$ cat config.mk
export PLATFORM = sky130hd
export DESIGN_NAME = storage_sequencer
export DESIGN_NICKNAME = d
export VERILOG_FILES = /design/src/rtl/storage_seq_pkg.sv /design/src/rtl/stack_pointer_unit.sv /design/src/rtl/storage_sequencer.sv
export SDC_FILE = /design/constraint.sdc
export NUM_CORES = 1
export LEC_CHECK = 0
export ABC_AREA = 1
export CAP_MARGIN = 15
export CORE_MARGIN = 4
export CORE_UTILIZATION = 35
export CTS_CLUSTER_SIZE = 28
export DETAILED_ROUTE_END_ITERATION = 8
export GPL_ROUTABILITY_DRIVEN = 1
export SLEW_MARGIN = 20
export SYNTH_ARGS = -nofsm -noshare
export SYNTH_HDL_FRONTEND = slang
export SYNTH_SLANG_ARGS = --single-unit
$ cat constraint.sdc
create_clock -name clk -period 3.25 [get_ports clk]
set_input_delay 0.65 -clock clk [delete_from_list [all_inputs] [get_ports clk]]
set_output_delay 0.65 -clock clk [all_outputs]
set_load 0.005 [all_outputs]
$ cat src/rtl/storage_seq_pkg.sv
// Shared encodings for the LEG storage sequencer: opcodes, fault codes and FSM states.
package storage_seq_pkg;

    localparam logic [2:0] OP_NOP     = 3'd0;
    localparam logic [2:0] OP_LOAD    = 3'd1;
    localparam logic [2:0] OP_STORE   = 3'd2;
    localparam logic [2:0] OP_PUSH    = 3'd3;
    localparam logic [2:0] OP_POP     = 3'd4;
    localparam logic [2:0] OP_CALL    = 3'd5;
    localparam logic [2:0] OP_RET     = 3'd6;
    localparam logic [2:0] OP_ILLEGAL = 3'd7;

    localparam logic [1:0] FLT_NONE = 2'd0;
    localparam logic [1:0] FLT_OVF  = 2'd1;
    localparam logic [1:0] FLT_UNF  = 2'd2;
    localparam logic [1:0] FLT_ILL  = 2'd3;

    typedef enum logic [1:0] {
        ST_IDLE  = 2'd0,
        ST_WR    = 2'd1,
        ST_RD    = 2'd2,
        ST_RDATA = 2'd3
    } seq_state_t;

endpackage

$ cat src/rtl/stack_pointer_unit.sv
// Downward-growing stack pointer with full/empty flags; sp addresses the next free slot.
module stack_pointer_unit #(
    parameter logic [7:0]  STACK_BASE  = 8'hFF,
    parameter int unsigned STACK_DEPTH = 16
) (
    input  logic       clk,
    input  logic       rst,
    input  logic       push,
    input  logic       pop,
    output logic [7:0] sp,
    output logic [7:0] sp_plus1,
    output logic       full,
    output logic       empty
);

    localparam logic [7:0] DEPTH8 = STACK_DEPTH[7:0];

    logic [7:0] used;

    always_ff @(posedge clk or negedge rst) begin
        if (!rst) begin
            sp <= STACK_BASE;
        end else if (push && !pop) begin
            sp <= sp - 8'd1;
        end else if (pop && !push) begin
            sp <= sp + 8'd1;
        end
    end

    // Occupancy is taken mod 256 so a base near 8'h00 still wraps correctly.
    assign used     = STACK_BASE - sp;
    assign sp_plus1 = sp + 8'd1;
    assign full     = (used == DEPTH8);
    assign empty    = (sp == STACK_BASE);

endmodule

$ cat src/rtl/storage_sequencer.sv
// LEG storage-path sequencer: one storage op at a time onto a single-port RAM that also holds the call stack.
module storage_sequencer
    import storage_seq_pkg::*;
#(
    parameter logic [7:0]  STACK_BASE  = 8'hFF,
    parameter int unsigned STACK_DEPTH = 16,
    parameter logic [7:0]  RET_OFFSET  = 8'd4
) (
    input  logic       clk,
    input  logic       rst,
    input  logic       req_valid,
    output logic       req_ready,
    input  logic [2:0] req_op,
    input  logic [7:0] req_addr,
    input  logic [7:0] req_data,
    input  logic [7:0] cur_counter,
    output logic       ram_en,
    output logic       ram_we,
    output logic [7:0] ram_addr,
    output logic [7:0] ram_wdata,
    input  logic [7:0] ram_rdata,
    output logic       rsp_valid,
    output logic [7:0] rsp_data,
    output logic       jump_valid,
    output logic [7:0] jump_target,
    output logic [7:0] sp,
    output logic       stack_empty,
    output logic       stack_full,
    output logic       fault,
    output logic [1:0] fault_code
);

    seq_state_t state_q, state_d;
    logic [2:0] op_q, op_d;
    logic       accept, is_read_op, ovf, unf, ill, rejected;
    logic       push_stb, pop_stb, op_is_ret;
    logic [7:0] sp_plus1;
    logic [7:0] rsp_data_q, rsp_data_d, jump_target_q, jump_target_d;
    logic       ram_en_d, ram_we_d, rsp_valid_d, jump_valid_d, fault_d;
    logic [7:0] ram_addr_d, ram_wdata_d;
    logic [1:0] fault_code_d;

    stack_pointer_unit #(
        .STACK_BASE (STACK_BASE),
        .STACK_DEPTH(STACK_DEPTH)
    ) u_sp (
        .clk     (clk),
        .rst     (rst),
        .push    (push_stb),
        .pop     (pop_stb),
        .sp      (sp),
        .sp_plus1(sp_plus1),
        .full    (stack_full),
        .empty   (stack_empty)
    );

    assign req_ready  = (state_q == ST_IDLE);
    assign accept     = req_valid && req_ready;
    assign is_read_op = (req_op == OP_LOAD) || (req_op == OP_POP) || (req_op == OP_RET);
    assign ovf        = ((req_op == OP_PUSH) || (req_op == OP_CALL)) && stack_full;
    assign unf        = ((req_op == OP_POP) || (req_op == OP_RET)) && stack_empty;
    assign ill        = (req_op == OP_ILLEGAL);
    assign rejected   = ovf || unf || ill;
    assign op_is_ret  = (op_q == OP_RET);

    // sp moves on the closing edge of the RAM cycle; a rejected op parks in WR with fault high and no strobe.
    assign push_stb = (state_q == ST_WR) && !fault && ((op_q == OP_PUSH) || (op_q == OP_CALL));
    assign pop_stb  = (state_q == ST_RD) && ((op_q == OP_POP) || op_is_ret);

    // Read data arrives during RDATA, so it is forwarded straight through and held afterwards.
    assign rsp_data    = (state_q == ST_RDATA && !op_is_ret) ? ram_rdata : rsp_data_q;
    assign jump_target = (state_q == ST_RDATA &&  op_is_ret) ? ram_rdata : jump_target_q;

    always_ff @(posedge clk or negedge rst) begin
        if (!rst) begin
            state_q       <= ST_IDLE;
            op_q          <= OP_NOP;
            ram_en        <= 1'b0;
            ram_we        <= 1'b0;
            ram_addr      <= 8'd0;
            ram_wdata     <= 8'd0;
            rsp_valid     <= 1'b0;
            rsp_data_q    <= 8'd0;
            jump_valid    <= 1'b0;
            jump_target_q <= 8'd0;
            fault         <= 1'b0;
            fault_code    <= FLT_NONE;
        end else begin
            state_q       <= state_d;
            op_q          <= op_d;
            ram_en        <= ram_en_d;
            ram_we        <= ram_we_d;
            ram_addr      <= ram_addr_d;
            ram_wdata     <= ram_wdata_d;
            rsp_valid     <= rsp_valid_d;
            rsp_data_q    <= rsp_data_d;
            jump_valid    <= jump_valid_d;
            jump_target_q <= jump_target_d;
            fault         <= fault_d;
            fault_code    <= fault_code_d;
        end
    end

    always_comb begin
        state_d = state_q;
        case (state_q)
            ST_IDLE: begin
                if (accept) begin
                    if (req_op == OP_NOP)  state_d = ST_IDLE;
                    else if (rejected)     state_d = ST_WR;
                    else if (is_read_op)   state_d = ST_RD;
                    else                   state_d = ST_WR;
                end
            end
            ST_WR:    state_d = ST_IDLE;
            ST_RD:    state_d = ST_RDATA;
            ST_RDATA: state_d = ST_IDLE;
            default:  state_d = ST_IDLE;
        endcase
    end

    always_comb begin
        op_d          = op_q;
        ram_en_d      = 1'b0;
        ram_we_d      = 1'b0;
        ram_addr_d    = ram_addr;
        ram_wdata_d   = ram_wdata;
        rsp_valid_d   = 1'b0;
        rsp_data_d    = rsp_data_q;
        jump_valid_d  = 1'b0;
        jump_target_d = jump_target_q;
        fault_d       = 1'b0;
        fault_code_d  = fault_code;
        case (state_q)
            ST_IDLE: begin
                if (accept) begin
                    op_d = req_op;
                    if (rejected) begin
                        fault_d      = 1'b1;
                        fault_code_d = ill ? FLT_ILL : (ovf ? FLT_OVF : FLT_UNF);
                    end else begin
                        case (req_op)
                            OP_LOAD: begin
                                ram_en_d   = 1'b1;
                                ram_addr_d = req_addr;
                            end
                            OP_STORE: begin
                                ram_en_d    = 1'b1;
                                ram_we_d    = 1'b1;
                                ram_addr_d  = req_addr;
                                ram_wdata_d = req_data;
                            end
                            OP_PUSH: begin
                                ram_en_d    = 1'b1;
                                ram_we_d    = 1'b1;
                                ram_addr_d  = sp;
                                ram_wdata_d = req_data;
                            end
                            OP_CALL: begin
                                ram_en_d      = 1'b1;
                                ram_we_d      = 1'b1;
                                ram_addr_d    = sp;
                                ram_wdata_d   = cur_counter + RET_OFFSET;
                                jump_valid_d  = 1'b1;
                                jump_target_d = req_addr;
                            end
                            OP_POP, OP_RET: begin
                                ram_en_d   = 1'b1;
                                ram_addr_d = sp_plus1;
                            end
                            default: ;
                        endcase
                    end
                end
            end
            ST_RD: begin
                if (op_is_ret) jump_valid_d = 1'b1;
                else           rsp_valid_d  = 1'b1;
            end
            ST_RDATA: begin
                if (op_is_ret) jump_target_d = ram_rdata;
                else           rsp_data_d    = ram_rdata;
            end
            default: ;
        endcase
    end

endmodule

==> impl_metrics.json, run 1 <==
{
  "period_needed_ps": 2876,
  "first_global_vias": 2830,
  "synth_compound_area_frac": 0.1148,
  "post-synth-top-area-cell": "dfrtp_1",
  "cpPeakStageDelay_ps": 500,
  "power_density_nw_per_um2": 811.9,
  "dieArea_um2": 10140,
  "fin_skew_ps": 6.116,
  "num_vias": 2828,
  "critPathLaunchType": "register",
  "synth_area_um2": 3008,
  "synth_mux_area_frac": 0.02995,
  "place.gp.congestion": 0.8573,
  "vdd_drop_max_uv": 281.5,
  "ys.flop_type": "dfrtp_1",
  "h-tree-depth": 2,
  "die_x_um": 100.7,
  "overflow": 0,
  "use_met3": 0.03599,
  "diodes": 0,
  "place_inst": 581,
  "postCtsHoldBufs": 0,
  "grt_max_degree": 22,
  "drtIter0Drc": 109,
  "nets": 525,
  "top_usage_layer": "met2",
  "ys_seq_area_frac": 0.4359,
  "area_growth_pct": 36.73,
  "drt-total-wl_mm": 8.077,
  "yosys.cell_types.count": 37,
  "cts_buffers": 5,
  "hold_violations": 0,
  "antenna_found_initial": 0,
  "cts_setup_buffers": 0,
  "max-slew-margin-rel": 0.6480,
  "cts.clk_slew.worst_paths_ps": 100,
  "root_buffer": "clkbuf_8",
  "path_cells": "nand2_1, inv_2, nand2_1, mux2_2, clkdlybuf4s50_1",
  "clk_latency_ps": 300,
  "place_ws_ps": 592.8,
  "yosysMostFrequentCell": "nand2_1",
  "finalSetupViolCount": 0,
  "netlist_instances": 394,
  "wl_per_cell_um": 13.71,
  "cap_violations": 0,
  "num_io_pins": 88,
  "netlist_top_cells_count": "nand2_1, dfrtp_1, o21ai_0",
  "cts_sinks": 52,
  "synth_xor_xnor_area_share": 0.02621,
  "grt.total_usage": 0.1636,
  "cts.repair.resized": 0,
  "grt_pass1_wl_mm": 13.63,
  "setup_slack_ps": 374.3,
  "netlist.area_leader.share": 0.3661,
  "fillers": 814,
  "io_buffers": 87,
  "dpl.hpwl_mm": 6.393,
  "ys_top_cells_by_area": "dfrtp_1, nand2_1, dfstp_2, o21ai_0, nand3_1",
  "drv_slew": 0,
  "r2r_cells": 8,
  "end_kind": "output port",
  "dr.pass1.iters": 4,
  "grt_use_met2": 0.2668,
  "syn_avg_cell_area_um2": 7.634,
  "finalNonFillerCells": 589,
  "tritoncts": "built",
  "worstPathRequired_ps": 2600,
  "yosys_warnings": 0,
  "tightestPinTransition_ps": 528.0,
  "crit_family": "buffers and inverters",
  "start_util": 0.3624,
  "critPathMaxFanout": 14,
  "routed_via_density": 4.801,
  "synth_seq_cells": 52,
  "drive_above_1_share": 0.1095,
  "clockBufferDepth": 2,
  "finish.utilization": 0.4956,
  "num_rows": 33,
  "async_flop_share": 1.000,
  "die_y_um": 100.7,
  "drc_errors": 0,
  "antenna_left": 0,
  "synthesis.nets": 436,
  "p_total_mw": 3.339,
  "rsz0062_at_grt": "no",
  "use_met1": 0.2300,
  "critPathKind": "register to output port",
  "crit_slowest_cell": "clkdlybuf4s50_1",
  "min_path_type": "input port to async pin",
  "cp_num_buf_inv": 2,
  "synth_top_family_by_area": "simple AND/OR/NAND/NOR gates",
  "worstSetupPathDepth": 5,
  "power_leakage_nw": 1.906,
  "max_freq_mhz": 347.7,
  "core-area_um2": 8299,
  "synth-simple-area-share": 0.3232,
  "crit_path_frequent_cell": "nand2_1",
  "synthAdderAreaFrac": 0.01664,
  "synth-edff-count": 0,
  "status": "complete, no violations",
  "fin_tns_setup_ps": 0,
  "fin_crit_sh": 0.8848,
  "cp.arrival_ps": 2230
}
flip-flops by register name (all words and copies together), names as in the netlist:
signal and flops:
rsp_valid 1, ram_addr 8, jump_valid 1, u_sp.sp 8
rsp_data_q 8, ram_we 1, state_q 2, ram_wdata 8
op_q 3, jump_target_q 8, fault 1, ram_en 1
fault_code 2
cells in the final DEF, fill, tap and decap left out, types with 2 or more instances in the layout:
cell             synthesis  routed
nand2_1                150     150
clkdlybuf4s50_1          0      86
dfrtp_1                 44      44
o21ai_0                 40      40
nand3_1                 26      26
inv_1                   24      24
nor2_1                  17      17
a21oi_1                  9       9
mux2_2                   8       8
dfstp_2                  8       8
inv_2                    6       6
xor2_1                   6       6
clkbuf_8                 0       5
nor3_1                   4       4
ha_1                     4       4
buf_4                    0       4
nand3_2                  3       3
nand3_4                  3       3
nand2_2                  3       3
o211ai_1                 3       3
xnor2_1                  3       3
nor2_4                   2       2
nor2_2                   2       2
nand4_1                  2       2
o21ai_1                  2       2
a21o_1                   2       2
a22oi_1                  2       2
or2_2                    2       2
per-layer routing:
metal / up-vias / routed length (µm) / share of wire
met3: 5 / 526 / 0.065
met5: - / 0 / 0
met1: 1283 / 3850 / 0.48
met2: 77 / 3665 / 0.45
li1: 1463 / - / -
met4: 0 / 34 / 0.0042
worst register-to-register path, delay by kind of cell, from the launching register on:
family        cells  cell delay [ps]
simple gates      7             1030
flops             1              630
fa+ha+maj         1              240
through the flow:
step	area (µm²)	hold slack (ps)
after global routing	4113	335.9
after global placement	3998	454.2
after detailed placement	3998	453.8
final	4113	308.4
after floorplan	3008	354.4
after CTS	4113	321.5
power breakdown:
part / switching (mW) / total [mW] / internal, mW
Sequential: 0.241 / 1.21 / 0.969
Clock: 0.223 / 0.457 / 0.234
Combinational: 0.805 / 1.67 / 0.867
cells by family after synthesis:
| kind of cell | after synthesis |
|---|---|
| xor gates and xnor gates | 9 |
| DFF | 52 |
| AOI/OAI and AO/OA | 63 |
| buffers and inverters | 41 |
| muxes | 8 |
| adders and majority gates | 4 |
| and+or+nand+nor | 217 |
worst paths after layout:
check / slack (ps) / from / endpoint
min: 310 / rst / ram_wdata[2]
max reg2reg: 1250 / u_sp.sp[0] / jump_target_q[4]
max in group asynchronous: 2280 / rst / u_sp.sp[5]
min in group clk: 480 / jump_target_q[0] / jump_target_q[0]
max: 370 / state_q[1] / rsp_data[7]
min reg2reg: 480 / jump_target_q[0] / jump_target_q[0]
area by class of cell:
type	instances	area, µm²	area share
Timing Repair Buffer	91	895.9	0.2178
Clock inverter	3	46.29	0.01126
Inverter	32	122.6	0.02981
Sequential cell	52	1311	0.3188
Multi-Input combinational cell	301	1536	0.3736
Clock buffer	5	68.82	0.01673
Tap cell	105	131.4	0.03194
No activity file was read; power rests on OpenSTA's default activity.
==> inputs of run 2 (changes only) <==
--- a/config.mk
+++ b/config.mk
@@ -9,6 +9,7 @@
 export CAP_MARGIN = 15
 export CORE_MARGIN = 4
 export CORE_UTILIZATION = 35
+export CTS_CLUSTER_DIAMETER = 30
 export CTS_CLUSTER_SIZE = 28
 export DETAILED_ROUTE_END_ITERATION = 8
 export GPL_ROUTABILITY_DRIVEN = 1
==> results of run 2 <==
No change in the layout: final DEF, timing and power equal those of run 1.
